**src/rtl/tile_load_sequencer_if.sv**
```systemverilog
// rtl/tile_load_sequencer_if.sv - element stream, buffer write and tile hand-off bundle
interface tile_load_sequencer_if #(
  parameter int DATA_WIDTH = 8,
  parameter int ADDR_WIDTH = 10
);
  logic                  s_valid;
  logic [DATA_WIDTH-1:0] s_data;
  logic                  s_ready;
  logic                  wr_enable;
  logic [ADDR_WIDTH-1:0] wr_addr;
  logic [DATA_WIDTH-1:0] wr_data;
  logic                  wr_bank;
  logic                  tile_ready;
  logic                  rd_bank;
  logic                  tile_release;

  // Sequencer side: consumes the stream and the release, drives the buffer and hand-off.
  modport master (
    input  s_valid, s_data, tile_release,
    output s_ready, wr_enable, wr_addr, wr_data, wr_bank, tile_ready, rd_bank
  );

  // Environment side: producer, buffer and feeder.
  modport slave (
    output s_valid, s_data, tile_release,
    input  s_ready, wr_enable, wr_addr, wr_data, wr_bank, tile_ready, rd_bank
  );
endinterface

```
**src/rtl/tile_load_sequencer.sv**
```systemverilog
// rtl/tile_load_sequencer.sv - ping-pong tile write sequencer with bank hand-off
module tile_load_sequencer #(
  parameter int DATA_WIDTH = 8,
  parameter int ADDR_WIDTH = 10,
  parameter int TILE_SIZE  = 256
) (
  input  logic        clk,
  input  logic        rst_n,
  input  logic        start_i,
  input  logic        abort_i,
  output logic        busy_o,
  output logic [15:0] tile_count_o,
  tile_load_sequencer_if.master bus
);

  typedef enum logic {IDLE = 1'b0, FILL = 1'b1} state_t;

  localparam logic [ADDR_WIDTH-1:0] LAST_ADDR = ADDR_WIDTH'(TILE_SIZE - 1);

  state_t                state_q, state_d;
  logic [ADDR_WIDTH-1:0] cnt_q, cnt_d;
  logic                  wb_q, wb_d;
  logic [1:0]            full_q, full_d;
  logic                  rd_bank_q, rd_bank_d;
  logic [15:0]           tile_count_q, tile_count_d;
  logic                  wr_enable_q, wr_enable_d;
  logic [ADDR_WIDTH-1:0] wr_addr_q, wr_addr_d;
  logic [DATA_WIDTH-1:0] wr_data_q, wr_data_d;
  logic                  wr_bank_q, wr_bank_d;
  // A tile finishes on the edge its write is issued, one edge after its last handshake.
  logic                  done_q, done_d;
  logic                  done_bank_q, done_bank_d;

  logic s_ready;
  logic hs;
  logic last_hs;
  logic rel;

  // Accept only while filling and the bank under the write pointer is not held by the consumer.
  assign s_ready = (state_q == FILL) && !full_q[wb_q];
  // An abort on the same edge discards the offered element along with the partial tile.
  assign hs      = bus.s_valid && s_ready && !abort_i;
  assign last_hs = hs && (cnt_q == LAST_ADDR);
  assign rel     = bus.tile_release && full_q[rd_bank_q];

  assign bus.s_ready    = s_ready;
  assign bus.wr_enable  = wr_enable_q;
  assign bus.wr_addr    = wr_addr_q;
  assign bus.wr_data    = wr_data_q;
  assign bus.wr_bank    = wr_bank_q;
  assign bus.tile_ready = full_q[rd_bank_q];
  assign bus.rd_bank    = rd_bank_q;
  assign busy_o         = (state_q == FILL);
  assign tile_count_o   = tile_count_q;

  // Next-state: control, write port staging and bank occupancy bookkeeping.
  always_comb begin
    state_d      = state_q;
    cnt_d        = cnt_q;
    wb_d         = wb_q;
    full_d       = full_q;
    rd_bank_d    = rd_bank_q;
    tile_count_d = tile_count_q;
    wr_enable_d  = hs;
    wr_addr_d    = wr_addr_q;
    wr_data_d    = wr_data_q;
    wr_bank_d    = wr_bank_q;
    done_d       = last_hs;
    done_bank_d  = wb_q;

    if (hs) begin
      wr_addr_d = cnt_q;
      wr_data_d = bus.s_data;
      wr_bank_d = wb_q;
    end

    // Release and completion always touch different banks, so both can apply together.
    if (rel) begin
      full_d[rd_bank_q] = 1'b0;
      rd_bank_d         = ~rd_bank_q;
    end
    if (done_q) begin
      full_d[done_bank_q] = 1'b1;
      tile_count_d        = tile_count_q + 16'd1;
    end

    if (abort_i) begin
      state_d = IDLE;
      cnt_d   = '0;
    end else begin
      case (state_q)
        IDLE: begin
          if (start_i) begin
            state_d = FILL;
            cnt_d   = '0;
          end
        end
        FILL: begin
          if (hs) begin
            if (last_hs) begin
              cnt_d = '0;
              wb_d  = ~wb_q;
            end else begin
              cnt_d = cnt_q + ADDR_WIDTH'(1);
            end
          end
        end
        default: state_d = IDLE;
      endcase
    end
  end

  // State register with asynchronous clear; a reset forgets every partial and complete tile.
  always_ff @(posedge clk or negedge rst_n) begin
    if (!rst_n) begin
      state_q      <= IDLE;
      cnt_q        <= '0;
      wb_q         <= 1'b0;
      full_q       <= 2'b00;
      rd_bank_q    <= 1'b0;
      tile_count_q <= 16'd0;
      wr_enable_q  <= 1'b0;
      wr_addr_q    <= '0;
      wr_data_q    <= '0;
      wr_bank_q    <= 1'b0;
      done_q       <= 1'b0;
      done_bank_q  <= 1'b0;
    end else begin
      state_q      <= state_d;
      cnt_q        <= cnt_d;
      wb_q         <= wb_d;
      full_q       <= full_d;
      rd_bank_q    <= rd_bank_d;
      tile_count_q <= tile_count_d;
      wr_enable_q  <= wr_enable_d;
      wr_addr_q    <= wr_addr_d;
      wr_data_q    <= wr_data_d;
      wr_bank_q    <= wr_bank_d;
      done_q       <= done_d;
      done_bank_q  <= done_bank_d;
    end
  end

endmodule
```
**src/flat_wrapper.sv**
```systemverilog
// flat-port wrapper written by rule: the top's interface ports become plain ports
module tile_load_sequencer_flat 
#(
  parameter int DATA_WIDTH = 8,
  parameter int ADDR_WIDTH = 10,
  parameter int TILE_SIZE  = 256
)
  (clk, rst_n, start_i, abort_i, busy_o, tile_count_o, bus_s_valid, bus_s_data, bus_tile_release, bus_s_ready, bus_wr_enable, bus_wr_addr, bus_wr_data, bus_wr_bank, bus_tile_ready, bus_rd_bank);
  tile_load_sequencer_if #(.DATA_WIDTH(DATA_WIDTH), .ADDR_WIDTH(ADDR_WIDTH)) bus_i ();
  input  logic clk;
  input  logic rst_n;
  input  logic start_i;
  input  logic abort_i;
  output logic busy_o;
  output logic [15:0] tile_count_o;
  input wire logic [$bits(bus_i.s_valid)-1:0] bus_s_valid;
  input wire logic [$bits(bus_i.s_data)-1:0] bus_s_data;
  input wire logic [$bits(bus_i.tile_release)-1:0] bus_tile_release;
  output wire logic [$bits(bus_i.s_ready)-1:0] bus_s_ready;
  output wire logic [$bits(bus_i.wr_enable)-1:0] bus_wr_enable;
  output wire logic [$bits(bus_i.wr_addr)-1:0] bus_wr_addr;
  output wire logic [$bits(bus_i.wr_data)-1:0] bus_wr_data;
  output wire logic [$bits(bus_i.wr_bank)-1:0] bus_wr_bank;
  output wire logic [$bits(bus_i.tile_ready)-1:0] bus_tile_ready;
  output wire logic [$bits(bus_i.rd_bank)-1:0] bus_rd_bank;
  assign bus_i.s_valid = bus_s_valid;
  assign bus_i.s_data = bus_s_data;
  assign bus_i.tile_release = bus_tile_release;
  assign bus_s_ready = bus_i.s_ready;
  assign bus_wr_enable = bus_i.wr_enable;
  assign bus_wr_addr = bus_i.wr_addr;
  assign bus_wr_data = bus_i.wr_data;
  assign bus_wr_bank = bus_i.wr_bank;
  assign bus_tile_ready = bus_i.tile_ready;
  assign bus_rd_bank = bus_i.rd_bank;
  tile_load_sequencer #(.DATA_WIDTH(DATA_WIDTH), .ADDR_WIDTH(ADDR_WIDTH), .TILE_SIZE(TILE_SIZE)) u_core (.clk(clk), .rst_n(rst_n), .start_i(start_i), .abort_i(abort_i), .busy_o(busy_o), .tile_count_o(tile_count_o), .bus(bus_i));
endmodule
```
**config.mk**
```make
export PLATFORM = sky130hd
export DESIGN_NAME = tile_load_sequencer_flat
export DESIGN_NICKNAME = d
export VERILOG_FILES = /design/src/rtl/tile_load_sequencer_if.sv /design/src/rtl/tile_load_sequencer.sv /design/src/flat_wrapper.sv
export SDC_FILE = /design/constraint.sdc
export NUM_CORES = 1
export LEC_CHECK = 0
export CAP_MARGIN = 30
export CORE_MARGIN = 2
export CORE_UTILIZATION = 35
export CTS_CLUSTER_SIZE = 12
export DETAILED_ROUTE_END_ITERATION = 8
export SLEW_MARGIN = 40
export SYNTH_ARGS = -nofsm -noshare
export SYNTH_HDL_FRONTEND = slang
export SYNTH_SLANG_ARGS = --single-unit
```
**constraint.sdc**
```tcl
create_clock -name clk -period 3.9 [get_ports clk]
set_input_delay 0.975 -clock clk [delete_from_list [all_inputs] [get_ports clk]]
set_output_delay 0.975 -clock clk [all_outputs]
set_load 0.02 [all_outputs]
```
Word level (Yosys, flattened, before mapping)
Index checks and enable logic that the tools add are counted.
{"block": "classes", "addsub": 2, "order_cmp": 5, "n_eq_ne": 3, "n_mux": 18, "n_bitwise": 7, "n_reduce_logical": 11}
{"op": "$mux W10", "count": 4}
{"op": "$pmux W10 S2", "count": 1}
{"op": "$add A16 B1 Y16 const B", "count": 1}
{"op": "$add A10 B1 Y10 const B", "count": 1}
{"op": "$eq A10 B8 Y1 const B", "count": 1}
{"op": "$mux W1", "count": 9}
{"op": "$logic_and A1 B1 Y1", "count": 7}
{"op": "$lt A1 B2 Y1 const B", "count": 3}
{"op": "$ne A3 B3 Y1 const B", "count": 2}
{"op": "$mux W2", "count": 2}
{"op": "$not A1 Y1", "count": 4}
{"op": "$reduce_and A4 Y1", "count": 1}
{"op": "$and A2 B2 Y2", "count": 1}
{"op": "$demux W1 S1", "count": 2}
{"op": "$ge A1 B1 Y1 const B", "count": 2}
{"op": "$logic_not A1 Y1", "count": 2}
{"op": "$not A2 Y2", "count": 1}
{"op": "$or A2 B2 Y2", "count": 1}
{"op": "$reduce_and A2 Y1", "count": 1}
{"block": "word_totals", "ff_bits": 53, "in_bits": 14, "out_inout_bits": 40, "wordCells": 58}

Longest topological paths before layout
Gate-level depths: netlist of the first run.
{"block": "depth", "depth_word": 11, "ltp_mapped": 6}

Least setup slack after synthesis of the first run
No wires, ideal clock.
{"block": "synth_timing", "path_type": "reg2out", "from": "register u_core.wb_q (netlist: u_core.done_bank_d)", "to": "output bus_s_ready", "t_arrival_ns": 1.002, "t_required_ns": 2.925, "slack_ns": 1.923, "path_stages_with_launch": 3, "path_buffers": 0, "path_cell_list": "dfrtp_1 > mux2i_2 > and2_1"}
{"block": "synth_via", "elab_chain_cells": 4}
{"element": "start, declared", "line": "tile_load_sequencer.sv:22", "text": "logic wb_q, wb_d;"}
{"element": "start signal, assigned", "line": "tile_load_sequencer.sv:131", "text": "wb_q <= wb_d;"}
{"element": "$mux W1 (not written as such) (2 in series)", "line": "tile_load_sequencer.sv:40", "text": "assign s_ready = (state_q == FILL) && !full_q[wb_q];"}
{"element": "$logic_not A1 Y1", "line": "tile_load_sequencer.sv:40"}
{"element": "$logic_and A1 B1 Y1", "line": "tile_load_sequencer.sv:40"}
{"element": "end, declared", "line": "flat_wrapper.sv:19", "text": "output wire logic [$bits(bus_i.s_ready)-1:0] bus_s_ready;"}
Every way passes these cells. The select of a mux whose other input is x is not followed.

Final worst setup path of the first run
Same ends and word-level chain as after synthesis.

==> results.toml, run 1 <==
[run]
cap_violations = 0

[global_route]
grt_pass1_wl_mm = 8.27
overflow = 0
grt_pass1_vias = 1694
grt_max_degree = 35
grt_antenna_before_repair = 0
grt_usage_pct = 14.4

[clock_tree]
root_buffer = "clkbuf_8"
hold_buffers = 0
cts_setup_buffers = 0
ctsResizeCount = 0
cts_num_sinks = 53
clkSlewWorstSetupHoldPaths_ps = 90
cts_buffers = 5
cts.path.max_buffers = 2
htreeDepth = 2
clkLatencyLatePin_ps = 310
tritoncts = "yes"

[power]
switching_share_pct = 26.0
pwr-share-comb_pct = 14.1
p_clk_share_pct = 31.5
power.density_nw_per_um2 = 361
leakagePower_uw = 0.00143
p_int_uw = 807
ir_drop_v = 0.000222
power.switching_uw = 284
p_seq_share_pct = 54.4

[place]
dp_hpwl_mm = 3.44
port_buffers = 53
gp_congestion = 0.813
place_ws_ps = 1150
numPlacedInstances = 357

[cells_and_area]
area_growth_syn_to_layout_pct = 30.8
drive_above_1_share_pct = 7.29
stdcell_count = 365
diodes = 0
final_nets = 303

[route]
drtAntennaViolNets = 0
num_vias = 1788
vias_per_cell = 4.90
routedWlPerCell_um = 13.2
drtIter0Drc = 77
drtPass1Iterations = 4
drc = 0
wl_mm = 4.82

[timing]
max_slew_margin_pct = 66.8
rsz0062_at_grt = "no"
fmax_mhz = 343
fin_skew_ps = 2.70
setup_ws_ps = 984
worstMarginPinSlew_ps = 493
final_max_slew_viol_count = 0
hold_ws_ps = 463
finalSetupViolations = 0
hold_viol = 0
min_period_ps = 2920
timing.final.crit_share_pct = 74.8
tns_ps = 0

[setup_path]
critPathLaunchType = "flop"
critPathKind = "reg2out"
cp_max_fo = 6
crit_slowest_cell = "clkdlybuf4s50_1"
critPathMaxStageDelay_ps = 600
worst_ep_arrival_time_ps = 1940
worst_ep_required_time_ps = 2920
crit_buf_inv = 1
crit_family = "buffers and inverters"
crit_chain = "mux2i_2 > and2_1 > clkdlybuf4s50_1"
cp-end-kind = "primary output"

[synthesis]
synth_cell_type_count = 40
synth_edf_count = 0
ys_warn_count = 0
yosysMostFrequentCell = "nand2_1"
synth_top_area_cell = "dfrtp_1"
syn_area_sq_um = 2310
yosysTopAreaCellShare_pct = 57.3
synthTopCellsByArea = "dfrtp_1 (57%), nand2_1 (12%), xnor2_1 (3.8%)"
ys_seq_area_share_pct = 57.3
syn-num-nets = 247
avgSynthCellArea_sq_um = 10.0
synthTopCellsByCount = "nand2_1 (71), dfrtp_1 (53), nand3_1 (12)"
ys_seq_elements = 53
ys_dominant_reg_cell = "dfrtp_1"
async_flop_share_pct = 100
syn_inst = 231

[run_status]
status = "complete, no violations"

[floorplanning]
rows = 29
fp.dieH_um = 85.3
io_pins = 54
chipWidth_um = 85.3
core_area_sq_um = 6390
start_util_pct = 36.2
dieArea_sq_um = 7280

[worst_hold_path]
hold_class = "reg2reg"
kinds of logic after synthesis:
logic type      synth area share (%)
fa+ha+maj                       1.08
flops                           57.3
compound gates                  6.38
buf+inv                         2.70
simple gates                    24.5
xor+xnor                        6.05
mux                             2.00
placed cells by master (no fill, tap or decap), types with 3 or more instances in the layout:
cell	n
nand2_1	71
clkdlybuf4s50_1	52
buf_4	4
inv_1	6
nor2_1	10
a21oi_1	3
xnor2_1	10
nand3_1	12
xor2_1	6
clkbuf_8	7
nand4_1	7
and3_1	4
o21ai_0	10
dfrtp_1	53
routing by layer:
layer	up-vias	global-route usage (%)	routed length, um	share of wire [%]
met1	847	18.6	2140	44
met5	-	0	0	0
met4	0	6.93	75	1.6
met3	6	3.11	211	4.4
met2	43	23.1	2390	50
li1	892	-	-	-
worst paths after layout:
check,from,slack [ps],cells after the start,to
setup / recovery,u_core.done_bank_d,980,3,bus_s_ready
hold / removal,u_core.done_bank_q,460,1,u_core.full_q[0]
setup reg to reg,u_core.done_bank_d,1990,6,u_core.cnt_q[8]
hold reg to reg,u_core.done_bank_q,460,1,u_core.full_q[0]
max in group asynchronous,rst_n,2680,2,u_core.bus.wr_data[2]
min in group asynchronous,rst_n,590,1,u_core.tile_count_o[7]
registers in the layout, indices dropped and copies added (netlist names), 2 cells and up:
| signal | count |
|---|---|
| u_core.full_q | 2 |
| u_core.tile_count_o | 16 |
| u_core.cnt_q | 10 |
| u_core.bus.wr_data | 8 |
| u_core.bus.wr_addr | 10 |
power groups by stage:
stage | registers (uW) | logic (uW) | clock network, uW
floorplan | 633 | 37.7 | 0
finish | 594 | 154 | 344
global placement | 605 | 156 | 0
CTS | 594 | 158 | 358
detailed placement | 605 | 157 | 0
global route | 597 | 169 | 379
worst register-to-register path: cells and delay by family (launching register included):
family | cells | cell delay [ps]
flip-flops | 1 | 430
AND/OR/NAND/NOR | 2 | 240
AO/OA/AOI/OAI | 1 | 210
multiplexers | 1 | 410
buffers and inverters | 2 | 530
final cells by class:
| cell class | instances | area (sq um) |
|---|---|---|
| sequential | 53 | 1330 |
| fill | 592 | 3360 |
| tap | 77 | 96.3 |
| multi-input combinational | 164 | 926 |
| inverter | 7 | 26.3 |
| clock inverter | 1 | 5.00 |
| timing repair buffer | 56 | 551 |
| clock buffer | 7 | 96.3 |
metrics by stage:
step	total power (uW)	area, sq um	utilization [%]
after global routing	1150	3030	47.4
after floorplan	671	2310	-
final	1090	3030	47.4
after global placement	761	2920	45.8
after detailed placement	762	2920	45.8
after CTS	1110	3020	47.4
Power figures use the tool's default switching activity.
==> run 2: changes to the inputs <==
==> constraint.sdc (replaced) <==
create_clock -name clk -period 2.3 [get_ports clk]
set_input_delay 0.575 -clock clk [delete_from_list [all_inputs] [get_ports clk]]
set_output_delay 0.575 -clock clk [all_outputs]
set_load 0.02 [all_outputs]
==> run 2 against run 1 <==
Utilization rose by 0.53 points. Register-to-register slack got worse by 1500 ps. Cell count increased by 0.55%. Via count is 0.56% lower. Sequential power up 70%. Clock skew increased by 4.6 ps. Worst hold slack got worse by 240 ps. Wire length down 2.6%. Die area did not move.
==> results.toml, run 2 (same netlist as run 1, synthesis figures left out) <==
[setup_path]
reg2reg_depth = 7
cp-end-kind = "primary output"
worst_ep_arrival_time_ps = 1600
setup.worst_path.start = "u_core.bus.rd_bank"
ff2ff_setup_slack_ps = 540
worstReg2RegStart = "u_core.done_bank_d"
critPathKind = "reg2out"
critPathLaunchType = "flop"
cp_max_fo = 6
r2r-end = "u_core.bus.wr_addr[6]"
crit_slowest_cell = "clkdlybuf4s50_1"
crit_chain = "mux2_2 > clkdlybuf4s50_1"
worst_ep_required_time_ps = 1730
cp-endpoint = "bus_tile_ready"
critPathMaxStageDelay_ps = 530

[power]
ir_drop_v = 0.000298
leakagePower_uw = 0.00144
power.density_nw_per_um2 = 623

[floorplanning]
core_area_sq_um = 6390
dieArea_sq_um = 7280
rows = 29
fp.dieH_um = 85.3
start_util_pct = 36.2
chipWidth_um = 85.3
io_pins = 54

[timing]
max_slew_margin_pct = 66.4
rsz0062_at_grt = "no"
tns_ps = 0
hold_viol = 0
worstMarginPinSlew_ps = 504
min_period_ps = 2170
finalSetupViolations = 0
final_max_slew_viol_count = 0
timing.final.crit_share_pct = 94.6
fmax_mhz = 460
fin_skew_ps = 7.29

[run]
cap_violations = 0

[clock_tree]
cts_buffers = 5
clkLatencyLatePin_ps = 300
cts_num_sinks = 53
tritoncts = "yes"
cts_setup_buffers = 0
cts.path.max_buffers = 2
hold_buffers = 0
ctsResizeCount = 1
clkSlewWorstSetupHoldPaths_ps = 100
root_buffer = "clkbuf_8"
htreeDepth = 2

[cells_and_area]
area_growth_syn_to_layout_pct = 32.2
diodes = 0
postLayoutCoreUtil_pct = 47.9
largest_reg_flops = 16
final_nets = 305
drive_above_1_share_pct = 7.59
layout_commonest_cell = "nand2_1"
final_cell_mix = "nand2_1 (71), dfrtp_1 (53), clkdlybuf4s50_1 (51)"

[place]
dp_hpwl_mm = 3.41
gp_congestion = 0.794
port_buffers = 53

[worst_hold_path]
hold_class = "in2async"

[global_route]
grt_pass1_vias = 1675
grt_antenna_before_repair = 0
grt_max_degree = 34
overflow = 0
grt_usage_pct = 13.6
grt_pass1_wl_mm = 7.87

[route]
drc = 0
drtPass1Iterations = 4
num_vias = 1778
drtIter0Drc = 86
wl_met2_mm = 2.26
topRoutingLayerUsed = "met4"
routedWlPerCell_um = 12.8
met1_length_mm = 2.20
wl_mm = 4.70
dr_wl_met3_um = 202
vias_per_cell = 4.84
drtAntennaViolNets = 0

[run_status]
status = "complete, no violations"
[run 2: report_power, final]
group | switching (uW) | total (uW) | internal (uW)
registers | 29.6 | 1010 | 976
logic | 141 | 265 | 124
clock network | 309 | 637 | 327
[run 2: area by class of cell]
type / count / area [sq um]
clock buffers: 6 / 72.6
clock inverters: 2 / 38.8
fillers: 629 / 3330
inverters: 7 / 26.3
multi-input cells: 164 / 926
flip-flops and latches: 53 / 1330
well taps: 77 / 96.3
repair buffers: 58 / 574
[run 2: worst max-delay path, delay by kind of cell (launching register included)]
family,cells,cell delay (ps)
buffers and inverters,1,530
DFF,1,420
muxes,1,350
[run 2: how the worst min path moves through the flow]
| stage | from | end | slack, ps | cells after the start |
|---|---|---|---|---|
| final | rst_n | u_core.tile_count_o[7] | 220 | 1 |
| after global routing | rst_n | u_core.tile_count_o[7] | 260 | 1 |
| after CTS | rst_n | u_core.tile_count_o[9] | 240 | 1 |
| after detailed placement | u_core.bus.wr_data[4] | u_core.bus.wr_data[4] | 460 | 2 |
| after global placement | u_core.done_bank_q | u_core.full_q[0] | 450 | 1 |
| after floorplan | rst_n | u_core.bus.rd_bank | 280 | 0 |
[run 2: routing by layer]
metal / GRT usage, % / up-vias
met5: 0 / -
met4: 4.04 / 0
met3: 3.89 / 4
met2: 21.6 / 38
met1: 18.1 / 845
li1: - / 891
[run 2: per-stage QoR]
stage	cell area [sq um]	worst slack (ps)	instances	hold slack [ps]	total power (uW)
after global placement	2950	155	359	451	1290
after detailed placement	2950	127	359	461	1300
after global routing	3060	54.8	367	258	2000
final	3060	125	367	222	1910
after floorplan	2310	631	231	279	1140
after CTS	3060	114	367	243	1930
==> run 3: changes to the inputs <==
--- a/config.mk
+++ b/config.mk
@@ -5,12 +5,12 @@
 export SDC_FILE = /design/constraint.sdc
 export NUM_CORES = 1
 export LEC_CHECK = 0
+export ABC_CLOCK_PERIOD_IN_PS = 2300
 export CAP_MARGIN = 30
 export CORE_MARGIN = 2
 export CORE_UTILIZATION = 35
 export CTS_CLUSTER_SIZE = 12
 export DETAILED_ROUTE_END_ITERATION = 8
-export SLEW_MARGIN = 40
 export SYNTH_ARGS = -nofsm -noshare
 export SYNTH_HDL_FRONTEND = slang
 export SYNTH_SLANG_ARGS = --single-unit
==> results of run 3 <==
Same layout as run 2: the final DEF is identical, and so are final timing and power.
==> RTL change, RTL diff (config.mk and constraints of run 2) <==
`wr_addr_q` no longer has a reset.
--- a/src/rtl/tile_load_sequencer.sv
+++ b/src/rtl/tile_load_sequencer.sv
@@ -120,7 +120,6 @@
       rd_bank_q    <= 1'b0;
       tile_count_q <= 16'd0;
       wr_enable_q  <= 1'b0;
-      wr_addr_q    <= '0;
       wr_data_q    <= '0;
       wr_bank_q    <= 1'b0;
       done_q       <= 1'b0;
@@ -133,7 +132,6 @@
       rd_bank_q    <= rd_bank_d;
       tile_count_q <= tile_count_d;
       wr_enable_q  <= wr_enable_d;
-      wr_addr_q    <= wr_addr_d;
       wr_data_q    <= wr_data_d;
       wr_bank_q    <= wr_bank_d;
       done_q       <= done_d;
@@ -141,4 +139,8 @@
     end
   end
 
+  always_ff @(posedge clk) begin
+    wr_addr_q <= wr_addr_d;
+  end
+
 endmodule
Check against the original RTL: differs if rst_n is asserted again (counterexample within 4 cycles, from zero or initial values and one cycle with rst_n low); with rst_n held inactive, the same outputs for 10 cycles.
==> RTL change against run 2 <==
- routed wire length down 8.4%
- die area down 2.1%
- largest power group unchanged
- total power down 6.2%
- sequential cell count unchanged
- highest routed layer unchanged
- design area down 1.7%
- count of clock-buffer cells in the layout up 1
- critical endpoint unchanged
- setup slack worse by 14 ps
- combinational power down 2%
- synthesized area down 2.2%
==> RTL change: results (changes against run 2) <==
Highest-delay cell along the critical path = clkdlybuf4s50_1
Clock skew = 5.286 ps (-2.001 ps)
Seq/Total Area, Yosys = 60.77% (+3.5 points)
Syn Inst Count = 191 (-17%)
Register-to-Register Path Depth = 6 (-1)
Final wirelength = 4307 microns (-8.4%)
Final nets = 269 (-12%)
R2r setup slk = 450 ps (-90 ps)
Most used DFF post-synth = dfrtp_1
Setup crit end = bus_tile_ready
Vias in the first global route = 1517 (-9.4%)
Yosys cell types = 37 (-7.5%)
Layout cell share with drive strength beyond 1 = 9.055% (+1.5 points)
Largest net degree at the start of global routing = 44 (+29%)
Total Routing Usage GR = 12.58% (-1.0 points)
Leak = 1.363 nW (-5.6%)
1st-pass router iterations = 4 (unchanged)
Routed met2 length = 1885 microns (-17%)
Placed insts = 323 (-10%)
Met1 WL = 2153 microns (-2.1%)
Htree depth = 2 (unchanged)
Synth Warn # = 0 (unchanged)
Worst-path maximum fanout = 6 (unchanged)
Placed Instance Area = 2924 sq um (-0.89%)
Synth top cells by count = dfrtp_1 (43), nand2_1 (34), edfxtp_1 (10), xnor2_1 (10), nor2_1 (9)
Peak VDD IR = 291.9 uV (-1.9%)
R2R Path End = u_core.cnt_q[5]$_DFFE_PN0P_
Outcome = completed
Top routing layer in use = met4
Clk Latency, worst-skew pair = 290 ps
Switch Pwr = 448.8 uW (-6.5%)
Critical path launch point = u_core.bus.rd_bank$_DFFE_PN0N_
Multiplexer share of the synthesized area = 2.099% (+0.099 points)
Worst r2r src = u_core.done_bank_d$_DFFE_PN0P_
Clk slew on worst S/H paths = 90 ps
DP HPWL = 3012 microns (-12%)
Mean routed wirelength per cell = 13.01 microns (+1.6%)
EDFF count, synth = 10 (+10)
# port buffers = 53 (unchanged)
Ys async rst share = 81.13% (-19 points)
Hold Path Class = input port to asynchronous set/reset pin
Post-synthesis xor/xnor area fraction = 6.188% (+0.13 points)
Relative slew margins = 63.87% (-2.5 points)
Synth area leaders = dfrtp_1 (48%), edfxtp_1 (13%), nand2_1 (5.6%)
Drt initial violations = 56 (-35%)
Antenna Cells = 0 (unchanged)
First-pass GRT wire length = 7265 microns (-7.7%)
Fin Hold WS = 333.6 ps (+111.9 ps)
GPL Wtd Cong = 0.7661 (-3.5%)
Synth Area in Compound Gates = 8.508% (+2.1 points)
WL met3 = 207 microns (+2.5%)
Syn nets = 207 (-16%)
DR vias/cell = 4.825 (-0.41%)
Post-synthesis adder-cell area fraction = 1.105% (+0.024 points)
CTS Root Cell = clkbuf_8
## RTL change: logic make-up (layout without fill, tap and decap cells)
group | Yosys count | count (layout)
compound gates | 25 | 25
xor+xnor | 16 | 16
fa+ha+maj | 2 | 2
buf+inv | 12 | 75
flops | 53 | 53
mux | 4 | 4
simple gates | 79 | 79
## RTL change: through the flow
step / setup WS (ps) / util (%)
2_1_floorplan: 292.2 / -
3_3_place_gp: 5.093 / 46.31
3_5_place_dp: -40.22 / 46.31
4_1_cts: 50.57 / 47.62
5_1_grt: 18.73 / 47.66
6_report: 111.6 / 47.66
## RTL change: repair_timing
| action | 4_1_cts | 5_1_grt |
|---|---|---|
| gates resized for setup | 0 | 1 |
| setup buffers | 0 | 0 |
| endpoints found under the setup margin | 0 | 1 |
## RTL change: cell type report
type | instances | area (sq um)
Clock buffer | 7 | 76.32
Sequential cell | 53 | 1376
Clock inverter | 1 | 6.256
Tap cell | 77 | 96.34
Multi-Input combinational cell | 126 | 830.8
Timing Repair Buffer | 61 | 600.6
Inverter | 6 | 22.52
Fill cell | 620 | 3304
## RTL change: critical path: cells and delay by family, from the launching register on
family	cells	cell delay (ps)
muxes	1	350
buffers and inverters	1	540
DFF	1	430
## RTL change: power groups by stage
stage	Clock [mW]	Combinational (mW)	Sequential (mW)
3_3_place_gp	0	0.260	1.04
4_1_cts	0.528	0.264	1.02
5_1_grt	0.566	0.282	1.03
3_5_place_dp	0	0.264	1.04
6_report	0.506	0.260	1.02
2_1_floorplan	0	0.0679	1.09
## RTL change: layer usage
metal,up-vias,global-route usage [%]
met5,-,0
met4,0,4.329
met3,4,2.753
met2,44,18.83
met1,757,18.16
li1,792,-
